==> config.mk <==
export PLATFORM = sky130hd
export DESIGN_NAME = adc_scan_sequencer_flat
export DESIGN_NICKNAME = d
export VERILOG_FILES = /design/src/rtl/adc_scan_sequencer_if.sv /design/src/rtl/adc_scan_sequencer.sv /design/src/flat_wrapper.sv
export SDC_FILE = /design/constraint.sdc
export NUM_CORES = 1
export LEC_CHECK = 0
export ABC_AREA = 1
export CAP_MARGIN = 20
export CORE_MARGIN = 4
export CORE_UTILIZATION = 40
export DETAILED_ROUTE_END_ITERATION = 10
export SETUP_SLACK_MARGIN = 0.2
export SLEW_MARGIN = 40
export SYNTH_ARGS = -nofsm -noshare
export SYNTH_HDL_FRONTEND = slang
export SYNTH_SLANG_ARGS = --single-unit
==> constraint.sdc <==
create_clock -name clock -period 61.2 [get_ports clock]
set_input_delay 12.24 -clock clock [delete_from_list [all_inputs] [get_ports clock]]
set_output_delay 12.24 -clock clock [all_outputs]
set_load 0.01 [all_outputs]
==> src/rtl/adc_scan_sequencer_if.sv <==
// Purpose : groups the sequencer's control, ADC, serializer and mux signals into one bundle.
// Latency : none; wires only.
// Backpressure: tx_busy stalls word loads; adc_rdy completes a conversion.
// Ports   : slave = sequencer side, master = environment side (config, ADC, serializer, mux).
interface adc_scan_sequencer_if;
  logic        sec;
  logic [6:0]  num_ch;
  logic        cfg_we;
  logic [5:0]  cfg_addr;
  logic [7:0]  cfg_data;
  logic        adc_start;
  logic        adc_rdy;
  logic [15:0] adc_sample;
  logic        tx_busy;
  logic        tx_start;
  logic [15:0] tx_data;
  logic [3:0]  ENA;
  logic [3:0]  ADDR;
  logic        frame_done;
  logic        overrun;
  logic        timeout_err;
  logic [5:0]  ch_idx;

  modport slave (
    input  sec, num_ch, cfg_we, cfg_addr, cfg_data, adc_rdy, adc_sample, tx_busy,
    output adc_start, tx_start, tx_data, ENA, ADDR, frame_done, overrun, timeout_err, ch_idx
  );

  modport master (
    output sec, num_ch, cfg_we, cfg_addr, cfg_data, adc_rdy, adc_sample, tx_busy,
    input  adc_start, tx_start, tx_data, ENA, ADDR, frame_done, overrun, timeout_err, ch_idx
  );
endinterface

==> src/rtl/adc_scan_sequencer.sv <==
// Purpose : per-frame analog mux scan; sends a sync word then one ADC sample per table channel.
// Latency : sec -> sync-word tx_start in 2 cycles when the serializer is idle; all outputs registered.
// Backpressure: tx_busy holds the SYNC/SEND states; a missing adc_rdy is cut off after TIMEOUT_CLKS.
// Ports   : clock/reset plain; bus.slave carries sec/num_ch, table write port (cfg_*),
//           ADC handshake (adc_start/adc_rdy/adc_sample), serializer (tx_busy/tx_start/tx_data),
//           mux drive (ENA/ADDR) and status (frame_done, overrun, timeout_err, ch_idx).
module adc_scan_sequencer #(
  parameter int          SETTLE_CLKS  = 1220,
  parameter int          GND_CLKS     = 72,
  parameter int          TIMEOUT_CLKS = 4096,
  parameter logic [15:0] SYNC_WORD    = 16'hFF7F
) (
  input logic              clock,
  input logic              reset,
  adc_scan_sequencer_if.slave bus
);

  typedef enum logic [2:0] {
    IDLE,
    SYNC,
    SETTLE,
    CONVERT,
    SEND,
    DISCHARGE
  } state_t;

  // One shared counter serves settle, conversion timeout and discharge, so it
  // is sized for the longest of the three.
  localparam int MAX_AB   = (SETTLE_CLKS > GND_CLKS) ? SETTLE_CLKS : GND_CLKS;
  localparam int MAX_CLKS = (MAX_AB > TIMEOUT_CLKS) ? MAX_AB : TIMEOUT_CLKS;
  localparam int CNT_W    = $clog2(MAX_CLKS + 1);

  localparam logic [CNT_W-1:0] SETTLE_LAST  = CNT_W'(SETTLE_CLKS - 1);
  localparam logic [CNT_W-1:0] TIMEOUT_LAST = CNT_W'(TIMEOUT_CLKS - 1);
  localparam logic [CNT_W-1:0] GND_LAST     = CNT_W'(GND_CLKS - 1);

  // Parking position of the mux between samples.
  localparam logic [3:0] GND_ENA  = 4'h1;
  localparam logic [3:0] GND_ADDR = 4'hF;

  state_t           state, state_nxt;
  logic [CNT_W-1:0] cnt, cnt_nxt;
  logic [5:0]       ch_idx_q, ch_idx_nxt;
  logic [6:0]       eff_ch_q, eff_ch_nxt;
  logic [3:0]       ena_q, ena_nxt;
  logic [3:0]       addr_q, addr_nxt;
  logic [15:0]      word_q, word_nxt;
  logic [15:0]      tx_data_q, tx_data_nxt;
  logic             tx_start_q, tx_start_nxt;
  logic             adc_start_q, adc_start_nxt;
  logic             frame_done_q, frame_done_nxt;
  logic             overrun_q, overrun_nxt;
  logic             timeout_q, timeout_nxt;
  logic             sec_d;

  logic [7:0]       tbl [64];

  logic [5:0]       next_idx;
  logic [6:0]       num_ch_eff;
  logic [6:0]       last_idx;
  logic             at_last;

  // Channel table: writes land any cycle; the mux only sees them at the next fetch
  // because ENA/ADDR are copied into their own registers at fetch time.
  always_ff @(posedge clock or posedge reset) begin
    if (reset) begin
      for (int i = 0; i < 64; i++) begin
        tbl[i] <= 8'h00;
      end
    end else if (bus.cfg_we) begin
      tbl[bus.cfg_addr] <= bus.cfg_data;
    end
  end

  assign next_idx = ch_idx_q + 6'd1;

  // Clamp to the 64-entry table. A zero seen while leaving SYNC (num_ch dropped
  // after the frame was accepted) is treated as a single channel so the frame
  // still terminates.
  always_comb begin
    num_ch_eff = bus.num_ch;
    if (bus.num_ch > 7'd64) begin
      num_ch_eff = 7'd64;
    end else if (bus.num_ch == 7'd0) begin
      num_ch_eff = 7'd1;
    end
  end

  assign last_idx = eff_ch_q - 7'd1;
  assign at_last  = ({1'b0, ch_idx_q} == last_idx);

  // State and registered outputs.
  always_ff @(posedge clock or posedge reset) begin
    if (reset) begin
      state        <= IDLE;
      cnt          <= '0;
      ch_idx_q     <= 6'd0;
      eff_ch_q     <= 7'd1;
      ena_q        <= GND_ENA;
      addr_q       <= GND_ADDR;
      word_q       <= 16'h0000;
      tx_data_q    <= 16'h0000;
      tx_start_q   <= 1'b0;
      adc_start_q  <= 1'b0;
      frame_done_q <= 1'b0;
      overrun_q    <= 1'b0;
      timeout_q    <= 1'b0;
      sec_d        <= 1'b0;
    end else begin
      state        <= state_nxt;
      cnt          <= cnt_nxt;
      ch_idx_q     <= ch_idx_nxt;
      eff_ch_q     <= eff_ch_nxt;
      ena_q        <= ena_nxt;
      addr_q       <= addr_nxt;
      word_q       <= word_nxt;
      tx_data_q    <= tx_data_nxt;
      tx_start_q   <= tx_start_nxt;
      adc_start_q  <= adc_start_nxt;
      frame_done_q <= frame_done_nxt;
      overrun_q    <= overrun_nxt;
      timeout_q    <= timeout_nxt;
      sec_d        <= bus.sec;
    end
  end

  // Next-state and next-output logic.
  always_comb begin
    state_nxt      = state;
    cnt_nxt        = cnt;
    ch_idx_nxt     = ch_idx_q;
    eff_ch_nxt     = eff_ch_q;
    ena_nxt        = ena_q;
    addr_nxt       = addr_q;
    word_nxt       = word_q;
    tx_data_nxt    = tx_data_q;
    tx_start_nxt   = 1'b0;
    adc_start_nxt  = 1'b0;
    frame_done_nxt = 1'b0;
    timeout_nxt    = timeout_q;
    // Rising-edge qualified so a stretched sec still gives a single pulse.
    overrun_nxt    = bus.sec && !sec_d && (state != IDLE);

    case (state)
      IDLE: begin
        ena_nxt  = GND_ENA;
        addr_nxt = GND_ADDR;
        cnt_nxt  = '0;
        if (bus.sec && (bus.num_ch != 7'd0)) begin
          state_nxt = SYNC;
        end
      end

      SYNC: begin
        if (!bus.tx_busy) begin
          tx_start_nxt = 1'b1;
          tx_data_nxt  = SYNC_WORD;
          ch_idx_nxt   = 6'd0;
          eff_ch_nxt   = num_ch_eff;
          ena_nxt      = tbl[0][3:0];
          addr_nxt     = tbl[0][7:4];
          cnt_nxt      = '0;
          state_nxt    = SETTLE;
        end
      end

      SETTLE: begin
        if (cnt == SETTLE_LAST) begin
          adc_start_nxt = 1'b1;
          cnt_nxt       = '0;
          state_nxt     = CONVERT;
        end else begin
          cnt_nxt = cnt + 1'b1;
        end
      end

      CONVERT: begin
        if (bus.adc_rdy) begin
          word_nxt  = bus.adc_sample;
          ena_nxt   = GND_ENA;
          addr_nxt  = GND_ADDR;
          state_nxt = SEND;
        end else if (cnt == TIMEOUT_LAST) begin
          // A dead ADC still yields a zero word so the frame length holds.
          word_nxt    = 16'h0000;
          timeout_nxt = 1'b1;
          ena_nxt     = GND_ENA;
          addr_nxt    = GND_ADDR;
          state_nxt   = SEND;
        end else begin
          cnt_nxt = cnt + 1'b1;
        end
      end

      SEND: begin
        if (!bus.tx_busy) begin
          tx_start_nxt = 1'b1;
          tx_data_nxt  = word_q;
          cnt_nxt      = '0;
          state_nxt    = DISCHARGE;
        end
      end

      DISCHARGE: begin
        if (cnt == GND_LAST) begin
          cnt_nxt = '0;
          if (at_last) begin
            frame_done_nxt = 1'b1;
            state_nxt      = IDLE;
          end else begin
            ch_idx_nxt = next_idx;
            ena_nxt    = tbl[next_idx][3:0];
            addr_nxt   = tbl[next_idx][7:4];
            state_nxt  = SETTLE;
          end
        end else begin
          cnt_nxt = cnt + 1'b1;
        end
      end

      default: begin
        state_nxt = IDLE;
      end
    endcase
  end

  assign bus.adc_start   = adc_start_q;
  assign bus.tx_start    = tx_start_q;
  assign bus.tx_data     = tx_data_q;
  assign bus.ENA         = ena_q;
  assign bus.ADDR        = addr_q;
  assign bus.frame_done  = frame_done_q;
  assign bus.overrun     = overrun_q;
  assign bus.timeout_err = timeout_q;
  assign bus.ch_idx      = ch_idx_q;

endmodule

==> src/flat_wrapper.sv <==
// flat-port wrapper written by rule: the top's interface ports become plain ports
module adc_scan_sequencer_flat 
#(
  parameter int          SETTLE_CLKS  = 1220,
  parameter int          GND_CLKS     = 72,
  parameter int          TIMEOUT_CLKS = 4096,
  parameter logic [15:0] SYNC_WORD    = 16'hFF7F
)
  (clock, reset, bus_sec, bus_num_ch, bus_cfg_we, bus_cfg_addr, bus_cfg_data, bus_adc_rdy, bus_adc_sample, bus_tx_busy, bus_adc_start, bus_tx_start, bus_tx_data, bus_ENA, bus_ADDR, bus_frame_done, bus_overrun, bus_timeout_err, bus_ch_idx);
  adc_scan_sequencer_if bus_i ();
  input logic clock;
  input logic reset;
  input wire logic [$bits(bus_i.sec)-1:0] bus_sec;
  input wire logic [$bits(bus_i.num_ch)-1:0] bus_num_ch;
  input wire logic [$bits(bus_i.cfg_we)-1:0] bus_cfg_we;
  input wire logic [$bits(bus_i.cfg_addr)-1:0] bus_cfg_addr;
  input wire logic [$bits(bus_i.cfg_data)-1:0] bus_cfg_data;
  input wire logic [$bits(bus_i.adc_rdy)-1:0] bus_adc_rdy;
  input wire logic [$bits(bus_i.adc_sample)-1:0] bus_adc_sample;
  input wire logic [$bits(bus_i.tx_busy)-1:0] bus_tx_busy;
  output wire logic [$bits(bus_i.adc_start)-1:0] bus_adc_start;
  output wire logic [$bits(bus_i.tx_start)-1:0] bus_tx_start;
  output wire logic [$bits(bus_i.tx_data)-1:0] bus_tx_data;
  output wire logic [$bits(bus_i.ENA)-1:0] bus_ENA;
  output wire logic [$bits(bus_i.ADDR)-1:0] bus_ADDR;
  output wire logic [$bits(bus_i.frame_done)-1:0] bus_frame_done;
  output wire logic [$bits(bus_i.overrun)-1:0] bus_overrun;
  output wire logic [$bits(bus_i.timeout_err)-1:0] bus_timeout_err;
  output wire logic [$bits(bus_i.ch_idx)-1:0] bus_ch_idx;
  assign bus_i.sec = bus_sec;
  assign bus_i.num_ch = bus_num_ch;
  assign bus_i.cfg_we = bus_cfg_we;
  assign bus_i.cfg_addr = bus_cfg_addr;
  assign bus_i.cfg_data = bus_cfg_data;
  assign bus_i.adc_rdy = bus_adc_rdy;
  assign bus_i.adc_sample = bus_adc_sample;
  assign bus_i.tx_busy = bus_tx_busy;
  assign bus_adc_start = bus_i.adc_start;
  assign bus_tx_start = bus_i.tx_start;
  assign bus_tx_data = bus_i.tx_data;
  assign bus_ENA = bus_i.ENA;
  assign bus_ADDR = bus_i.ADDR;
  assign bus_frame_done = bus_i.frame_done;
  assign bus_overrun = bus_i.overrun;
  assign bus_timeout_err = bus_i.timeout_err;
  assign bus_ch_idx = bus_i.ch_idx;
  adc_scan_sequencer #(.SETTLE_CLKS(SETTLE_CLKS), .GND_CLKS(GND_CLKS), .TIMEOUT_CLKS(TIMEOUT_CLKS), .SYNC_WORD(SYNC_WORD)) u_core (.clock(clock), .reset(reset), .bus(bus_i));
endmodule
# --- Yosys cells after proc, flatten, opt, wreduce, memory -nomap -nowiden ---
# Cells that the tools add are included.
totals:
  ff_bits: 587
  out_inout_bits: 35
  in_bits: 43
  wordCells: 182
classes:
  eq_ne: 19
  n_lt_le_gt_ge: 4
  add_sub_neg: 3
  n_bitwise: 4
  muxes: 51
  n_reduce_logical: 23
op_table:
  columns: ["op", "count"]
  rows:
  - ["bitwise mux 512 bit", 1]
  - ["2-to-1 mux 13 bit", 5]
  - ["case mux 13 bit (5 select lines)", 1]
  - ["2-to-1 mux 16 bit", 4]
  - ["binary-select mux 8 bit (select 6 bit)", 1]
  - ["demux 8 bit (select 6 bit)", 1]
  - ["2-to-1 mux 4 bit", 10]
  - ["case mux 16 bit (2 select lines)", 1]
  - ["case mux 4 bit (4 select lines)", 2]
  - ["2-to-1 mux 8 bit", 3]
  - ["2-to-1 mux 3 bit", 7]
  - ["2-to-1 mux 6 bit", 3]
  - ["case mux 3 bit (6 select lines)", 1]
  - [">= comparator 7 bit, second input constant", 2]
  - ["2-to-1 mux 7 bit", 2]
  - ["NOT 6 -> 7 bit", 2]
  - ["adder 13 x 1 -> 13 bit, second input constant", 1]
  - ["equality test 13 x 11 -> 1 bit, second input constant", 1]
  - ["equality test 13 x 12 -> 1 bit, second input constant", 1]
  - ["equality test 13 x 7 -> 1 bit, second input constant", 1]
  - ["!= test 2 bit, second input constant", 6]
  - ["case mux 6 bit (2 select lines)", 1]
  - ["AND reduction 4 bit", 2]
  - ["equality test 6 x 7 -> 1 bit", 1]
  - ["26 further kinds", 44]

# --- Longest topological paths before layout ---
# Gate-level depths: netlist of run 1.
depth:
  depth_word: 8
  depth_mapped: 15

# --- Worst setup path before layout of run 1 ---
# No wires, ideal clock.
synth_timing:
  path_type: "input -> register"
  from: "input bus_cfg_addr[0]"
  to: "register u_core.tbl[312] in the netlist's numbering"
  slack_ns: 47.484
  arrival_time_ns: 13.590
  path_stages: 6
  path_buffers: 2
  path_cell_list: "buf_4 > nor3_1 > nand2_1 > nor4_4 > buf_2 > o21ai_0"
synth_via:
  elab_chain_len: 6
  word_cells_on_any_way: 7
  classes_between: "order compare: 2; mux: 3; bitwise: 1; reduce/logical: 1"
synth_lines:
  columns: ["item", "line", "source"]
  rows:
  - ["start, declared", "flat_wrapper.sv:16", "input wire logic [$bits(bus_i.cfg_addr)-1:0] bus_cfg_addr;"]
  - ["NOT 6 -> 7 bit (not written as such) (*)", "adc_scan_sequencer.sv:71", "tbl[bus.cfg_addr] <= bus.cfg_data;"]
  - [">= comparator 7 bit (not written as such) or less-than comparator 7 x 1 -> 1 bit (tied branches)", "adc_scan_sequencer.sv:71", null]
  - ["logical AND 1 bit (not written as such)", "adc_scan_sequencer.sv:71", null]
  - ["2-to-1 mux 8 bit (not written as such)", "adc_scan_sequencer.sv:71", null]
  - ["demux 8 bit (select 6 bit) (*)", "adc_scan_sequencer.sv:71", null]
  - ["bitwise mux 512 bit (*)", "adc_scan_sequencer.sv:71", null]
  - ["end signal, assigned by index", "adc_scan_sequencer.sv:71", null]
  - ["end, declared", "adc_scan_sequencer.sv:56", "logic [7:0] tbl [64];"]
# Mark *: on every way between the ends. The rest lies on a longest branch, timed or not.
# A chain may end at the register's enable or synchronous reset.

==> results of run 1 <==
## layer usage
metal	up-vias	GRT usage (%)	part of all wire (%)
li1	11200	-	-
met1	11300	31.3	45
met2	643	35.2	45
met3	149	4.49	6.4
met4	2	7.28	3.1
met5	-	0	0.019
## kinds of logic (layout without fill, tap and decap cells)
logic type      after synthesis  count (layout)  share of synthesized area (%)
compound gates              826             826                           15.3
xor+xnor                     10              10                          0.346
fa+ha+maj                     3               3                          0.136
buf+inv                     426             426                           6.15
flops                       587             587                           53.4
other cells                   0               1                              0
simple gates               1624            1624                           24.6
## cells in the final DEF (no fill, tap or decap), types with 2 or more instances in the layout
master and instances:
a21oi_1 85, buf_12 2, buf_2 2, buf_4 28, buf_6 11, bufinv_16 7
clkbuf_1 12, clkbuf_16 71, clkbuf_8 19, clkdlybuf4s50_1 75, clkinv_2 3, dfrtp_1 580
dfstp_2 6, ha_1 2, inv_1 172, inv_2 16, inv_6 3, nand2_1 931
nand2_2 2, nand3_1 251, nand3_2 2, nand3b_1 2, nand4_1 15, nor2_1 369
nor2_2 11, nor2_4 3, nor3_1 17, nor3_2 4, nor3_4 5, nor4_4 8
o211ai_1 26, o21ai_0 689, o21ai_1 18, o22ai_1 3, or2_2 2, xnor2_1 2
xor2_1 6
## cells in the mapped netlist, types with 2 or more instances
cell | count | area share, %
dfrtp_1 | 581 | 53
nand3b_1 | 2 | 0.055
nor2_4 | 3 | 0.12
buf_2 | 63 | 1.1
xnor2_1 | 2 | 0.064
buf_1 | 26 | 0.35
nor3_2 | 4 | 0.15
o22ai_1 | 3 | 0.068
inv_2 | 9 | 0.12
nand3_1 | 251 | 4.6
nand4_1 | 15 | 0.34
o21ai_1 | 18 | 0.33
nor3_4 | 5 | 0.30
a21oi_1 | 85 | 1.5
nand2_1 | 931 | 13
nor2_2 | 11 | 0.25
clkinv_1 | 8 | 0.11
or2_2 | 2 | 0.045
nor2_1 | 369 | 5.0
nor4_4 | 8 | 0.62
clkbuf_1 | 141 | 1.9
ha_1 | 3 | 0.14
nand3_2 | 2 | 0.073
o21ai_0 | 689 | 13
nor3_1 | 17 | 0.31
dfstp_2 | 6 | 0.57
o211ai_1 | 26 | 0.71
nand2_2 | 2 | 0.045
xor2_1 | 7 | 0.22
buf_4 | 3 | 0.082
inv_1 | 175 | 2.4
## area by class of cell
type,instances,area (sq um)
tap,873,1090
antenna,1,2.50
clock inverter,12,243
sequential,587,14700
inverter,193,752
fill,6773,36400
multi-input combinational,2463,11200
clock buffer,102,2080
timing repair buffer,119,1160
## stage by stage
stage | area (sq um) | utilization, %
after global placement | 28700 | 42.5
after global routing | 31200 | 46.1
after CTS | 31200 | 46.1
after floorplan | 27500 | -
final | 31200 | 46.1
after detailed placement | 28800 | 42.7
## flip-flops by register name, indices dropped and copies added, names as in the netlist
name	cells
u_core.bus.ADDR	4
u_core.bus.ENA	4
u_core.bus.adc_start	1
u_core.bus.ch_idx	6
u_core.bus.frame_done	1
u_core.bus.overrun	1
u_core.bus.timeout_err	1
u_core.bus.tx_data	16
u_core.bus.tx_start	1
u_core.cnt	13
u_core.eff_ch_q	7
u_core.sec_d	1
u_core.state	3
u_core.tbl	512
u_core.word_q	16
## report_power, final
group / switching (mW) / leakage (nW) / internal [mW] / total [mW]
clock: 0.161 / 1.15 / 0.263 / 0.424
combinational: 0.283 / 5.43 / 0.133 / 0.416
sequential: 0.0384 / 7.55 / 0.456 / 0.494
total: 0.483 / 14.1 / 0.852 / 1.34
## path summary, 6_finish.rpt
path / endpoint / slack, ns / cells past startpoint
worst max-delay path: u_core.tbl[247] / 46.39 / 6
worst min-delay path: u_core.bus.overrun / 0.40 / 1
worst max register to register: u_core.bus.ADDR[1] / 56.48 / 14
worst min register to register: u_core.bus.overrun / 0.40 / 1
max in group clock: u_core.tbl[113] / 46.66 / 6
min in group asynchronous: u_core.tbl[401] / 12.21 / 2
==> results.json, run 1 <==
{
  "synth_warnings": 0,
  "hp-start": "u_core.sec_d",
  "ys_seq_area_share_pct": 53.4,
  "portBuffers": 77,
  "cts_made_buffers": 67,
  "grt_pass1_vias": 21800,
  "final_cells": 4350,
  "grt_antenna_before_repair": 1,
  "clock_sinks": 587,
  "cp_data_arrival_time_ns": 15.46,
  "placed_cells": 4234,
  "post-route-period-util_pct": 24.2,
  "dp_hpwl_mm": 49.8,
  "cap_violations": 0,
  "worst_pin_slew_ns": 0.861,
  "crit_path_start_kind": "input port",
  "crit_slowest_cell": "buf_4",
  "cts_root_buf": "clkbuf_16",
  "clockBufferDepth": 3,
  "critPathBufInv": 6,
  "rsz0062_at_grt": "false",
  "hold_viol": 0,
  "synth_edf_count": 0,
  "globalplace.congestion": 0.832,
  "die_w_um": 270,
  "grt_max_degree": 142,
  "ys_ff_latch": 587,
  "synth_ff_type": "dfrtp_1",
  "slowest_delay_ns": 0.66,
  "cts-resized-gates": 0,
  "clock_latency_ns": 0.60,
  "hold_ws_ns": 0.396,
  "grt_pass1_wl_mm": 130,
  "place_ws_ns": 45.72,
  "cts.clk_slew.worst_paths_ns": 0.06,
  "critPathMaxFanout": 128,
  "worstSetupPathType": "in -> async",
  "drv_slew": 0,
  "setup_viol": 0,
  "worstPathRequired_ns": 61.85,
  "worstReg2RegStart": "u_core.bus.ch_idx[0]",
  "finalWorstPathRequiredPeriod_ns": 14.81,
  "syn-instance-count": 3476,
  "ant_nets": 0,
  "p_total_mw": 1.34,
  "hold_class": "reg -> reg",
  "grt_usage_pct": 22.4,
  "max_freq_mhz": 67.5,
  "dieArea_sq_mm": 0.0731,
  "nets": 3477,
  "drc_errors": 0,
  "syn_avg_cell_area_sq_um": 7.92,
  "pwr_density_cell_mw_per_mm2": 42.8,
  "async_reset_ff_share_pct": 100,
  "htreeDepth": 3,
  "peakVddDrop_mv": 0.0270,
  "synth_nets": 3522,
  "rows": 95,
  "area_growth_pct": 13.4,
  "coreArea_sq_mm": 0.0676,
  "grt_overflow_total": 0,
  "synth_cell_types": 40,
  "cts_tree": "yes",
  "critical_path.startpoint": "reset",
  "drtPass1Iterations": 6,
  "start_util_pct": 40.7,
  "cts_setup_buffers": 0,
  "die_h_um": 270,
  "skew_ns": 0.0190,
  "via_per_inst": 5.37,
  "relSlewSlack_pct": 42.3,
  "wl_per_cell_um": 19.1,
  "holdBufCountCts": 0,
  "setup_tns_ns": 0,
  "wl_mm": 83.2,
  "layout-drive-gt1-share_pct": 6.19,
  "syn-cell-area_sq_mm": 0.0275,
  "status": "complete, no violations",
  "path_cells": "clkdlybuf4s50_1 > inv_12 > buf_12 > buf_16 > buf_6 > buf_4",
  "p_leak_nw": 14.1,
  "crit_path_end_kind": "asynchronous set/reset pin",
  "ioPinCount": 78,
  "num_vias": 23300,
  "drt_iter0_markers": 2282,
  "critPathTopFamily": "buffers and inverters",
  "timing.final.ws_setup_ns": 46.39
}
No activity file was read; power rests on OpenSTA's default activity.
==> run 2, diff against run 1 <==
==> constraint.sdc (replaced) <==
create_clock -name clock -period 12.4 [get_ports clock]
set_input_delay 2.48 -clock clock [delete_from_list [all_inputs] [get_ports clock]]
set_output_delay 2.48 -clock clock [all_outputs]
set_load 0.01 [all_outputs]
==> run 2 against run 1 <==
Net effect:
- sequential power rose to 4.9 times the previous value
- power rose to 4.8 times the previous value
- largest cell class unchanged
- cell area down 0.73%
- wire length down 0.42%
==> results.json, run 2 (same netlist as run 1, synthesis figures left out) <==
{
  "coreArea_sq_mm": 0.0676,
  "finalWorstPathRequiredPeriod_ns": 5.04,
  "nets": 3478,
  "hold_end": "u_core.bus.overrun",
  "hold_class": "reg -> reg",
  "pwr_density_cell_mw_per_mm2": 207,
  "critical_path.startpoint": "u_core.bus.ch_idx[0]",
  "peakVddDrop_mv": 0.109,
  "globalplace.congestion": 0.831,
  "grtUsageMet3_pct": 3.25,
  "drtPass1Iterations": 5,
  "wl_per_cell_um": 19.0,
  "grt.busiest_layer": "met2",
  "final_cell_mix": "nand2_1, o21ai_0, dfrtp_1, nor2_1, nand3_1",
  "grt_overflow_total": 0,
  "hp-start": "u_core.sec_d",
  "clockBufferDepth": 3,
  "setup_tns_ns": 0,
  "largest-register": "u_core.tbl",
  "p_leak_nw": 14.0,
  "rsz0062_at_grt": "false",
  "rrSetupSlack_ns": 8.20,
  "ioPinCount": 78,
  "min_path_cells": 1,
  "cts.clk_slew.worst_paths_ns": 0.06,
  "post-route-util_pct": 45.8,
  "use_met2_pct": 35.1,
  "antennaDiodeCount": 0,
  "grt_antenna_before_repair": 0,
  "layout-drive-gt1-share_pct": 5.98,
  "setup_viol": 0,
  "wl_mm": 82.9,
  "mostFrequentLayoutCell": "nand2_1",
  "cts_setup_buffers": 0,
  "area_growth_pct": 12.6,
  "post-route-period-util_pct": 40.6,
  "grt_usage_pct": 22.4,
  "cts_tree": "yes",
  "grt_pass1_vias": 22000,
  "num_vias": 23200,
  "dieArea_sq_mm": 0.0731,
  "via_per_inst": 5.33,
  "holdBufCountCts": 0,
  "worst_pin_slew_ns": 0.850,
  "clock_sinks": 587,
  "dp_hpwl_mm": 49.5,
  "die_w_um": 270,
  "largest_register_ffs": 512,
  "die_h_um": 270,
  "grt_max_degree": 97,
  "rows": 95,
  "max_freq_mhz": 199,
  "crit_path_end_kind": "output port",
  "hold_viol": 0,
  "cap_violations": 0,
  "crit_path_start_kind": "flip-flop",
  "cts_made_buffers": 69,
  "worstReg2RegStart": "u_core.bus.ch_idx[0]",
  "htreeDepth": 3,
  "worstSetupPathType": "reg -> out",
  "r2r-end": "u_core.bus.ADDR[0]",
  "ant_nets": 0,
  "worstPathRequired_ns": 9.92,
  "grt_util_met1_pct": 32.5,
  "critPathMaxFanout": 45,
  "status": "complete, no violations",
  "clock_latency_ns": 0.60,
  "cp_data_arrival_time_ns": 2.56,
  "drc_errors": 0,
  "cts-resized-gates": 0,
  "grt_pass1_wl_mm": 130,
  "start_util_pct": 40.7,
  "skew_ns": 0.0234,
  "worstRegToRegCells": 11,
  "drt_iter0_markers": 2278,
  "cts_root_buf": "clkbuf_16",
  "relSlewSlack_pct": 43.3,
  "drv_slew": 0,
  "portBuffers": 77
}
-- run 2: routing by layer --
layer  share of wire, %  wire [um]  vias up
met5                  0          0        -
met2                 45      37400      597
met4                3.0       2520        0
met3                5.4       4450      146
li1                   -          -    11200
met1                 46      38500    11200
-- run 2: layout make-up --
type,instances,area (sq um)
tap,873,1090
multi-input combinational,2463,11200
clock buffer,108,2050
fill,6742,36600
inverter,193,741
clock inverter,9,65.1
timing repair buffer,118,1160
sequential,587,14700
-- run 2: critical path, cell delays in order, from the launching register on --
cell and delay, ns:
dfrtp_4 0.71, buf_4 0.55, clkdlybuf4s50_1 0.65
-- run 2: power breakdown --
part / internal [mW] / total (mW) / switching (mW)
Combinational: 0.653 / 2.06 / 1.41
Sequential: 2.25 / 2.43 / 0.179
Clock: 1.13 / 1.92 / 0.790
-- run 2: how the worst max path moves through the flow --
stage	end	slack, ns	depth (start not counted)
3_3_place_gp	u_core.tbl[151]	6.79	5
5_1_grt	bus_ch_idx[0]	7.28	2
3_5_place_dp	u_core.tbl[146]	7.13	7
4_1_cts	bus_ch_idx[0]	7.35	2
6_report	bus_ch_idx[0]	7.36	2
2_1_floorplan	u_core.bus.ENA[1]	1.92	1
-- run 2: stage by stage --
| step | power, mW | setup slack (ns) | instance area [sq um] | cells | hold slack [ns] |
|---|---|---|---|---|---|
| 2_1_floorplan | 3.86 | 1.92 | 27500 | 3476 | 0.384 |
| 3_3_place_gp | 4.49 | 6.79 | 28700 | 4225 | 0.388 |
| 3_5_place_dp | 4.51 | 7.13 | 28900 | 4234 | 0.391 |
| 4_1_cts | 6.45 | 7.35 | 31000 | 4351 | 0.398 |
| 5_1_grt | 6.84 | 7.28 | 31000 | 4351 | 0.429 |
| 6_report | 6.41 | 7.36 | 31000 | 4351 | 0.394 |
